--- src/rtl/lfsr_seq_ctrl_if.sv ---
`default_nettype none
// ============================================================================
// Module      : lfsr_seq_ctrl_if
// Description : Host-side control/config bundle and datapath opcode outputs
//               of the LFSR pattern sequencer. The host drives the master
//               side; the sequencer is the slave.
// Revision    : 1.0 - initial release
// ============================================================================
interface lfsr_seq_ctrl_if #(
    parameter int CNT_W  = 8,
    parameter int ADDR_W = 8
);
    // Host controls and configuration
    logic              start;
    logic              abort;
    logic [6:0]        cfg_taps;
    logic [7:0]        cfg_seed;
    logic [ADDR_W-1:0] cfg_base;
    logic [ADDR_W-1:0] cfg_stride;
    logic [CNT_W-1:0]  cfg_count;

    // Datapath opcode stream and status
    logic [5:0]        op;
    logic [6:0]        op_taps;
    logic [7:0]        op_seed;
    logic [ADDR_W-1:0] op_addr;
    logic              mem_we;
    logic              busy;
    logic              done;
    logic              err_zero;
    logic [CNT_W-1:0]  pat_cnt;

    modport master (
        output start, abort, cfg_taps, cfg_seed, cfg_base, cfg_stride, cfg_count,
        input  op, op_taps, op_seed, op_addr, mem_we, busy, done, err_zero, pat_cnt
    );

    modport slave (
        input  start, abort, cfg_taps, cfg_seed, cfg_base, cfg_stride, cfg_count,
        output op, op_taps, op_seed, op_addr, mem_we, busy, done, err_zero, pat_cnt
    );
endinterface
`default_nettype wire

--- src/rtl/lfsr_seq_ctrl.sv ---
`default_nettype none
// ============================================================================
// Module      : lfsr_seq_ctrl
// Description : Sequencer for the LFSR pattern datapath. On start it issues
//               CONFIG, INIT, INIT_ADDR, then N x (RUN, ST_M_L[, ST_M_HD],
//               ADD_ADDR) and finally a one-cycle done in HALT.
//               Optional feature macro: LFSR_SEQ_HD_STORE_EN adds the STHD
//               state (ST_M_HD store of the Hamming distance) after STORE.
// Revision    : 1.0 - initial release
// ============================================================================
module lfsr_seq_ctrl #(
    parameter int CNT_W  = 8,
    parameter int ADDR_W = 8
) (
    input  wire logic           clk,
    input  wire logic           reset,
    lfsr_seq_ctrl_if.slave      ctrl
);

    localparam logic [5:0] C_OP_HALT      = 6'h00;
    localparam logic [5:0] C_OP_CONFIG    = 6'h01;
    localparam logic [5:0] C_OP_INIT      = 6'h02;
    localparam logic [5:0] C_OP_RUN       = 6'h03;
    localparam logic [5:0] C_OP_ST_M_L    = 6'h04;
    localparam logic [5:0] C_OP_INIT_ADDR = 6'h06;
    localparam logic [5:0] C_OP_ADD_ADDR  = 6'h07;
`ifdef LFSR_SEQ_HD_STORE_EN
    localparam logic [5:0] C_OP_ST_M_HD   = 6'h08;
`endif

    typedef enum logic [3:0] {
        ST_IDLE  = 4'd0,
        ST_CFG   = 4'd1,
        ST_SEED  = 4'd2,
        ST_ADDR  = 4'd3,
        ST_RUN   = 4'd4,
        ST_STORE = 4'd5,
`ifdef LFSR_SEQ_HD_STORE_EN
        ST_STHD  = 4'd6,
`endif
        ST_ADV   = 4'd7,
        ST_DONE  = 4'd8,
        ST_ERR   = 4'd9
    } state_t;

    state_t            state_q,    state_d;
    logic [6:0]        taps_q,     taps_d;
    logic [7:0]        seed_q,     seed_d;
    logic [ADDR_W-1:0] base_q,     base_d;
    logic [ADDR_W-1:0] stride_q,   stride_d;
    logic [CNT_W-1:0]  count_q,    count_d;
    logic [CNT_W-1:0]  pat_cnt_q,  pat_cnt_d;
    logic              err_zero_q, err_zero_d;

    logic [CNT_W-1:0]  w_cnt_inc;
    logic [5:0]        w_op;
    logic [6:0]        w_op_taps;
    logic [7:0]        w_op_seed;
    logic [ADDR_W-1:0] w_op_addr;
    logic              w_mem_we;
    logic              w_done;

    // pat_cnt stops at count, so this never wraps even when count is all ones
    assign w_cnt_inc = pat_cnt_q + CNT_W'(1);

    // State, shadow configuration and status registers
    always_ff @(posedge clk or posedge reset) begin
        if (reset) begin
            state_q    <= ST_IDLE;
            taps_q     <= '0;
            seed_q     <= '0;
            base_q     <= '0;
            stride_q   <= '0;
            count_q    <= '0;
            pat_cnt_q  <= '0;
            err_zero_q <= 1'b0;
        end else begin
            state_q    <= state_d;
            taps_q     <= taps_d;
            seed_q     <= seed_d;
            base_q     <= base_d;
            stride_q   <= stride_d;
            count_q    <= count_d;
            pat_cnt_q  <= pat_cnt_d;
            err_zero_q <= err_zero_d;
        end
    end

    // Next-state logic; abort outranks every other transition outside IDLE
    always_comb begin
        state_d    = state_q;
        taps_d     = taps_q;
        seed_d     = seed_q;
        base_d     = base_q;
        stride_d   = stride_q;
        count_d    = count_q;
        pat_cnt_d  = pat_cnt_q;
        err_zero_d = err_zero_q;

        if ((state_q != ST_IDLE) && ctrl.abort) begin
            state_d = ST_IDLE;
        end else begin
            case (state_q)
                ST_IDLE: begin
                    if (ctrl.start) begin
                        taps_d     = ctrl.cfg_taps;
                        seed_d     = ctrl.cfg_seed;
                        base_d     = ctrl.cfg_base;
                        stride_d   = ctrl.cfg_stride;
                        count_d    = ctrl.cfg_count;
                        pat_cnt_d  = '0;
                        err_zero_d = (ctrl.cfg_seed == 8'h00);
                        state_d    = (ctrl.cfg_seed == 8'h00) ? ST_ERR : ST_CFG;
                    end
                end
                ST_CFG:   state_d = ST_SEED;
                ST_SEED:  state_d = ST_ADDR;
                ST_ADDR:  state_d = (count_q == '0) ? ST_DONE : ST_RUN;
                ST_RUN:   state_d = ST_STORE;
                ST_STORE: begin
`ifdef LFSR_SEQ_HD_STORE_EN
                    state_d = ST_STHD;
`else
                    state_d = ST_ADV;
`endif
                end
`ifdef LFSR_SEQ_HD_STORE_EN
                ST_STHD:  state_d = ST_ADV;
`endif
                ST_ADV: begin
                    pat_cnt_d = w_cnt_inc;
                    state_d   = (w_cnt_inc == count_q) ? ST_DONE : ST_RUN;
                end
                ST_DONE:  state_d = ST_IDLE;
                ST_ERR:   state_d = ST_DONE;
                default:  state_d = ST_IDLE;
            endcase
        end
    end

    // Opcode and strobes decoded purely from registered state
    always_comb begin
        w_op      = C_OP_HALT;
        w_op_taps = '0;
        w_op_seed = '0;
        w_op_addr = '0;
        w_mem_we  = 1'b0;
        w_done    = 1'b0;
        case (state_q)
            ST_CFG: begin
                w_op      = C_OP_CONFIG;
                w_op_taps = taps_q;
            end
            ST_SEED: begin
                w_op      = C_OP_INIT;
                w_op_seed = seed_q;
            end
            ST_ADDR: begin
                w_op      = C_OP_INIT_ADDR;
                w_op_addr = base_q;
            end
            ST_RUN:   w_op = C_OP_RUN;
            ST_STORE: begin
                w_op     = C_OP_ST_M_L;
                w_mem_we = 1'b1;
            end
`ifdef LFSR_SEQ_HD_STORE_EN
            ST_STHD: begin
                w_op     = C_OP_ST_M_HD;
                w_mem_we = 1'b1;
            end
`endif
            ST_ADV: begin
                w_op      = C_OP_ADD_ADDR;
                w_op_addr = stride_q;
            end
            ST_DONE:  w_done = 1'b1;
            default:  w_op = C_OP_HALT;
        endcase
    end

    assign ctrl.op       = w_op;
    assign ctrl.op_taps  = w_op_taps;
    assign ctrl.op_seed  = w_op_seed;
    assign ctrl.op_addr  = w_op_addr;
    assign ctrl.mem_we   = w_mem_we;
    assign ctrl.busy     = (state_q != ST_IDLE);
    assign ctrl.done     = w_done;
    assign ctrl.err_zero = err_zero_q;
    assign ctrl.pat_cnt  = pat_cnt_q;

endmodule
`default_nettype wire
--- src/flat_wrapper.sv ---
// flat-port wrapper written by rule: the top's interface ports become plain ports
module lfsr_seq_ctrl_flat 
#(
    parameter int CNT_W  = 8,
    parameter int ADDR_W = 8
)
  (clk, reset, ctrl_start, ctrl_abort, ctrl_cfg_taps, ctrl_cfg_seed, ctrl_cfg_base, ctrl_cfg_stride, ctrl_cfg_count, ctrl_op, ctrl_op_taps, ctrl_op_seed, ctrl_op_addr, ctrl_mem_we, ctrl_busy, ctrl_done, ctrl_err_zero, ctrl_pat_cnt);
  lfsr_seq_ctrl_if #(.CNT_W(CNT_W), .ADDR_W(ADDR_W)) ctrl_i ();
  input  wire logic clk;
  input  wire logic reset;
  input wire logic [$bits(ctrl_i.start)-1:0] ctrl_start;
  input wire logic [$bits(ctrl_i.abort)-1:0] ctrl_abort;
  input wire logic [$bits(ctrl_i.cfg_taps)-1:0] ctrl_cfg_taps;
  input wire logic [$bits(ctrl_i.cfg_seed)-1:0] ctrl_cfg_seed;
  input wire logic [$bits(ctrl_i.cfg_base)-1:0] ctrl_cfg_base;
  input wire logic [$bits(ctrl_i.cfg_stride)-1:0] ctrl_cfg_stride;
  input wire logic [$bits(ctrl_i.cfg_count)-1:0] ctrl_cfg_count;
  output wire logic [$bits(ctrl_i.op)-1:0] ctrl_op;
  output wire logic [$bits(ctrl_i.op_taps)-1:0] ctrl_op_taps;
  output wire logic [$bits(ctrl_i.op_seed)-1:0] ctrl_op_seed;
  output wire logic [$bits(ctrl_i.op_addr)-1:0] ctrl_op_addr;
  output wire logic [$bits(ctrl_i.mem_we)-1:0] ctrl_mem_we;
  output wire logic [$bits(ctrl_i.busy)-1:0] ctrl_busy;
  output wire logic [$bits(ctrl_i.done)-1:0] ctrl_done;
  output wire logic [$bits(ctrl_i.err_zero)-1:0] ctrl_err_zero;
  output wire logic [$bits(ctrl_i.pat_cnt)-1:0] ctrl_pat_cnt;
  assign ctrl_i.start = ctrl_start;
  assign ctrl_i.abort = ctrl_abort;
  assign ctrl_i.cfg_taps = ctrl_cfg_taps;
  assign ctrl_i.cfg_seed = ctrl_cfg_seed;
  assign ctrl_i.cfg_base = ctrl_cfg_base;
  assign ctrl_i.cfg_stride = ctrl_cfg_stride;
  assign ctrl_i.cfg_count = ctrl_cfg_count;
  assign ctrl_op = ctrl_i.op;
  assign ctrl_op_taps = ctrl_i.op_taps;
  assign ctrl_op_seed = ctrl_i.op_seed;
  assign ctrl_op_addr = ctrl_i.op_addr;
  assign ctrl_mem_we = ctrl_i.mem_we;
  assign ctrl_busy = ctrl_i.busy;
  assign ctrl_done = ctrl_i.done;
  assign ctrl_err_zero = ctrl_i.err_zero;
  assign ctrl_pat_cnt = ctrl_i.pat_cnt;
  lfsr_seq_ctrl #(.CNT_W(CNT_W), .ADDR_W(ADDR_W)) u_core (.clk(clk), .reset(reset), .ctrl(ctrl_i));
endmodule
--- config.mk ---
export PLATFORM = sky130hd
export DESIGN_NAME = lfsr_seq_ctrl_flat
export DESIGN_NICKNAME = d
export VERILOG_FILES = /design/src/rtl/lfsr_seq_ctrl_if.sv /design/src/rtl/lfsr_seq_ctrl.sv /design/src/flat_wrapper.sv
export SDC_FILE = /design/constraint.sdc
export NUM_CORES = 1
export LEC_CHECK = 0
export CAP_MARGIN = 10
export CORE_MARGIN = 2
export CORE_UTILIZATION = 50
export DETAILED_ROUTE_END_ITERATION = 7
export HOLD_SLACK_MARGIN = 0.06
export PLACE_DENSITY = 0.85
export SLEW_MARGIN = 30
export SYNTH_ARGS = -nofsm -noshare
export SYNTH_HDL_FRONTEND = slang
export SYNTH_SLANG_ARGS = --single-unit
--- constraint.sdc ---
create_clock -name clk -period 3.98 [get_ports clk]
set_input_delay 0.597 -clock clk [delete_from_list [all_inputs] [get_ports clk]]
set_output_delay 0.597 -clock clk [all_outputs]
set_load 0.05 [all_outputs]
### After elaboration in Yosys (flattened, before gate mapping)

Cells that the tools add are included.

| storage, ports and cells | value |
|---|---|
| register bits after elaboration | 52 |
| word-level logic and storage cells | 43 |
| input bits | 43 |
| output and inout bits | 41 |

| cells by class | value |
|---|---|
| bitwise logic cells | 1 |
| equality and inequality tests | 11 |
| add/sub/neg operators | 1 |
| muxes and demuxes | 14 |
| reductions and logical operators | 8 |

Operator list:

| operator | count |
|---|---|
| 4-bit case mux with 8 select lines | 1 |
| 8-bit case mux with 2 select lines | 2 |
| 4-bit two-way mux | 5 |
| 3-bit case mux with 6 select lines | 1 |
| 8-bit logical NOT | 2 |
| 8-bit two-way mux | 2 |
| 4-bit by 3-bit equality test with 1-bit output (second input constant) | 3 |
| 8-bit by 1-bit adder with 8-bit output (second input constant) | 1 |
| 4-bit by 2-bit equality test with 1-bit output (second input constant) | 2 |
| 4-bit equality test (second input constant) | 2 |
| 8-bit equality test | 1 |
| 7-bit two-way mux | 1 |
| 3-bit AND reduction | 2 |
| 4-bit by 1-bit equality test with 1-bit output (second input constant) | 1 |
| 4-bit logical NOT | 1 |
| 4-bit nonzero test | 1 |
| 3-bit by 2-bit inequality test with 1-bit output (second input constant) | 1 |
| 1-bit two-way mux | 2 |
| 2-bit inequality test (second input constant) | 1 |
| 2-bit nonzero test | 1 |
| 1-bit logical AND | 1 |
| 1-bit inverter | 1 |

### Depth between registers and ports, before layout

| logic depth | value |
|---|---|
| depth in word-level cells | 5 |
| depth in mapped cells | 7 |
| gate-level depth less buffers | 6 |

### Least setup slack after synthesis

No wires, ideal clock.

| path | value |
|---|---|
| path type | reg-to-output |
| from | register u_core.state_q[2] |
| to | output ctrl_op[2] |
| data required time | 3.383 ns |
| path buffers | 2 |
| data arrival time | 2.153 ns |
| slack | 1.230 ns |
| cell stages (with the launch flop) | 5 |
| path through | dfrtp_1 > buf_2 > clkbuf_1 > nor2_1 > nor3b_1 |

| on the way | value |
|---|---|
| word-level cells in the longest chain between the ends | 2 |
| elaborated cells on any way between the ends | 7 |
| classes of those cells | 6 x eq/ne; 1 x mux |

RTL lines:

| element | line | text |
|---|---|---|
| start, declared | lfsr_seq_ctrl.sv:46 | `state_t state_q, state_d;` |
| start signal, assigned | lfsr_seq_ctrl.sv:78 | `state_q <= state_d;` |
| 4-bit by 3-bit equality test with 1-bit output, or another cell as far along | lfsr_seq_ctrl.sv:149 | `case (state_q)` |
| 3-bit case mux with 6 select lines (*) | lfsr_seq_ctrl.sv:149 |  |
| end, declared | flat_wrapper.sv:18 | `output wire logic [$bits(ctrl_i.op)-1:0] ctrl_op;` |

Mark *: on every way between the ends. The rest lies on a longest branch, timed or not.

### Worst setup path in the final report

| path | value |
|---|---|
| from | register u_core.state_q[1] |
| to | output ctrl_op_seed[5] |

| on the way | value |
|---|---|
| word-level cells in the longest chain between the ends | 2 |

RTL lines:

| element | line | text |
|---|---|---|
| 4-bit by 2-bit equality test with 1-bit output | lfsr_seq_ctrl.sv:149 |  |
| 8-bit two-way mux | lfsr_seq_ctrl.sv:149 |  |
| end, declared | flat_wrapper.sv:20 | `output wire logic [$bits(ctrl_i.op_seed)-1:0] ctrl_op_seed;` |

No other way between the ends.

==> flow_summary.toml <==
[outcome]
status = "finished, final reports clean"

[power]
p_clk_share_pct = 16.8
power_density_nw_per_um2 = 672
p_int_w = 0.00151
p_leak_nw = 1.47
power.share.sequential_pct = 37.6
combPwrFrac_pct = 45.6
p_sw_w = 0.000951
netSwitchingFraction_pct = 38.6
ir_drop_mv = 0.355

[routing]
drt_iter0_markers = 144
wirelength_mm = 6.06
route.detailed.drc = 0
via_per_inst = 5.49
firstDrtPassIters = 4
wl_per_cell_um = 15.3
num_vias = 2175
ant_nets = 0

[timing]
report.final.slew_viol_count = 0
rsz0062_at_grt = "no"
setup_ws_ns = 0.540
finalSetupTns_ns = 0
fin_worst_skew_ns = 0.00570
slew_headroom_pct = 49.6
worst_pin_slew_ns = 0.756
hold_ws_ns = 0.499
final_hold_viol_count = 0
period_minus_slack_ns = 3.44
timing.final.crit_share_pct = 86.4
max_freq_ghz = 0.291
setup_violations = 0

[yosys]
async_reset_ff_share_pct = 100
synth_edf_count = 0
synth_area_leaders = "dfrtp_1 48%, mux2_2 16%, mux2i_1 3.3%"
synth-main-ff-cell = "dfrtp_1"
syn_area_um2 = 2720
synth_cell_types = 43
yosysWarnings = 0
synth_top_area_share_pct = 47.8
synth_largest_area_cell = "dfrtp_1"
syn_area_per_cell_um2 = 10.7
synthCells = 254
ys_ff_latch = 52
synth_seq_area_share_pct = 47.8

[final_layout]
final_cell_mix = "80 x clkdlybuf4s50_1, 52 x dfrtp_1, 39 x mux2_2"
final_common_cell = "clkdlybuf4s50_1"
drive_above_1_share_pct = 17.5
num-nets-final = 370
n_antenna_cell = 0
syn_to_final_growth_pct = 34.8
fin_cells = 396

[placement]
dp_hpwl_mm = 4.43
place_inst = 389
dp_slack_ns = 0.868
gp_congestion = 0.835
io_buffer_count = 80

[critical_path]
cp_data_required_time_ns = 3.38
crit_family = "simple AND/OR/NAND/NOR gates"
worst-path-max-fanout = 19
slowest_stage = "clkdlybuf4s50_1"
start_kind = "register"
path_buf_inv = 1
end_kind = "output pin"
crit_chain = "nand2b_1, nor3_1, and2_1, clkdlybuf4s50_1"
cp.arrival_ns = 2.84
crit_path_max_incr_delay_ns = 0.80
worstSetupPathType = "register to output pin"

[die]
initial_utilization_pct = 52.6
die_area_um2 = 6050
core_um2 = 5170
die_w_um = 77.8
row_count = 26
io_pins = 84
fp.dieH_um = 77.8

[grt]
grt_pass1_wl_mm = 10.1
antenna_found_initial = 0
grt_max_degree = 53
grtUsageTotal_pct = 20.8
grt_pass1_vias = 2110
overflow = 0

[cts]
cts_resized = 0
postCtsSetupBuffers = 0
hold_buffers = 0
cts_tree = "built"
cts_htree_levels = 2
path_clk_slew_ns = 0.09
clock_path_buffers = 2
clk_latency_ns = 0.29
cts-root-buf = "clkbuf_8"
clock-sinks = 52
cts_made_buffers = 5

[worst_hold_path]
hold_path_class = "register to register"

[flow_run]
cap_violations = 0
-- per-stage QoR --
stage	total power [W]	cell area (um2)	utilization, %
after floorplan	0.00174	2730	-
after global placement	0.00203	3540	68.4
after detailed placement	0.00206	3540	68.4
after CTS	0.00248	3670	70.9
after global routing	0.00262	3670	70.9
final	0.00247	3670	70.9
-- area by class of cell --
type / count / area (um2)
well taps: 70 / 87.6
inverters: 3 / 13.8
repair buffers: 81 / 808
fillers: 375 / 1500
multi-input cells: 183 / 1330
clock inverters: 2 / 60.1
clock buffers: 5 / 68.8
flip-flops and latches: 52 / 1300
-- cell families (layout without fill, tap and decap cells) --
kind of cell / count (synthesis) / after routing / synth area share (%)
xor+xnor: 11 / 11 / 3.54
mux: 48 / 48 / 19.4
fa+ha+maj: 1 / 1 / 0.460
buf+inv: 21 / 91 / 3.82
other cells: 1 / 3 / 0.138
simple gates: 87 / 87 / 17.1
flops: 52 / 52 / 47.8
compound gates: 33 / 33 / 7.68
-- synthesized netlist by cell type (2+ instances only) --
| master | count |
|---|---|
| xnor2_1 | 8 |
| nor4_1 | 5 |
| o22ai_1 | 2 |
| a21oi_1 | 5 |
| dfrtp_1 | 52 |
| nor3_1 | 6 |
| o31ai_1 | 3 |
| buf_2 | 6 |
| mux2_2 | 39 |
| buf_4 | 4 |
| nand2b_1 | 3 |
| inv_1 | 3 |
| and3_1 | 7 |
| and2_1 | 8 |
| clkbuf_2 | 2 |
| nor3b_1 | 4 |
| nand2_1 | 15 |
| o21ai_0 | 15 |
| xor2_1 | 3 |
| nand3_1 | 3 |
| clkbuf_1 | 6 |
| nor2_1 | 21 |
| mux2i_1 | 9 |
| or3_1 | 2 |
| and3_2 | 3 |
| nor2b_1 | 3 |
-- power by group through the flow --
stage	Combinational, W	Clock, W	Sequential, W
2_1_floorplan	0.000904	0	0.000841
3_3_place_gp	0.00111	0	0.000921
3_5_place_dp	0.00113	0	0.000934
4_1_cts	0.00113	0.000419	0.000923
5_1_grt	0.00121	0.000447	0.000961
6_report	0.00113	0.000414	0.000926
-- worst reg2reg max path, delay by kind of cell, from the launching register on --
kind             cells  cell delay, ns
flip-flops           1            0.84
AND/OR/NAND/NOR      3            1.12
AO/OA/AOI/OAI        2            0.32
-- path summary, 6_finish.rpt --
check / start / endpoint / slack [ns] / depth (start not counted)
hold / removal: u_core.ctrl.err_zero$_DFFE_PP0P_ / u_core.ctrl.err_zero$_DFFE_PP0P_ / 0.50 / 2
min in group asynchronous: reset / u_core.seed_q[3]$_DFFE_PP0P_ / 0.73 / 2
setup / recovery: u_core.state_q[1]$_DFFE_PP0P_ / ctrl_op_seed[5] / 0.54 / 4
setup reg to reg: u_core.state_q[2]$_DFFE_PP0P_ / u_core.ctrl.pat_cnt[4]$_DFFE_PP0P_ / 1.58 / 5
hold reg to reg: u_core.ctrl.err_zero$_DFFE_PP0P_ / u_core.ctrl.err_zero$_DFFE_PP0P_ / 0.50 / 2
max in group asynchronous: reset / u_core.stride_q[7]$_DFFE_PP0P_ / 2.81 / 2
-- sequential cells by signal, indices dropped and copies added, names as in the netlist --
register and cells:
u_core.count_q 8, u_core.seed_q 8, u_core.stride_q 8, u_core.ctrl.pat_cnt 8
u_core.state_q 4, u_core.base_q 8, u_core.taps_q 7, u_core.ctrl.err_zero 1
-- layer usage --
layer  share of wire [%]  GRT usage (%)  vias to the layer above
li1                    -              -                     1032
met2                  50           33.2                       68
met4                 1.3           6.07                        0
met3                 4.3           3.72                       12
met1                  44           29.1                     1063
met5                   0              0                        -
No activity file was read; power rests on OpenSTA's default activity.
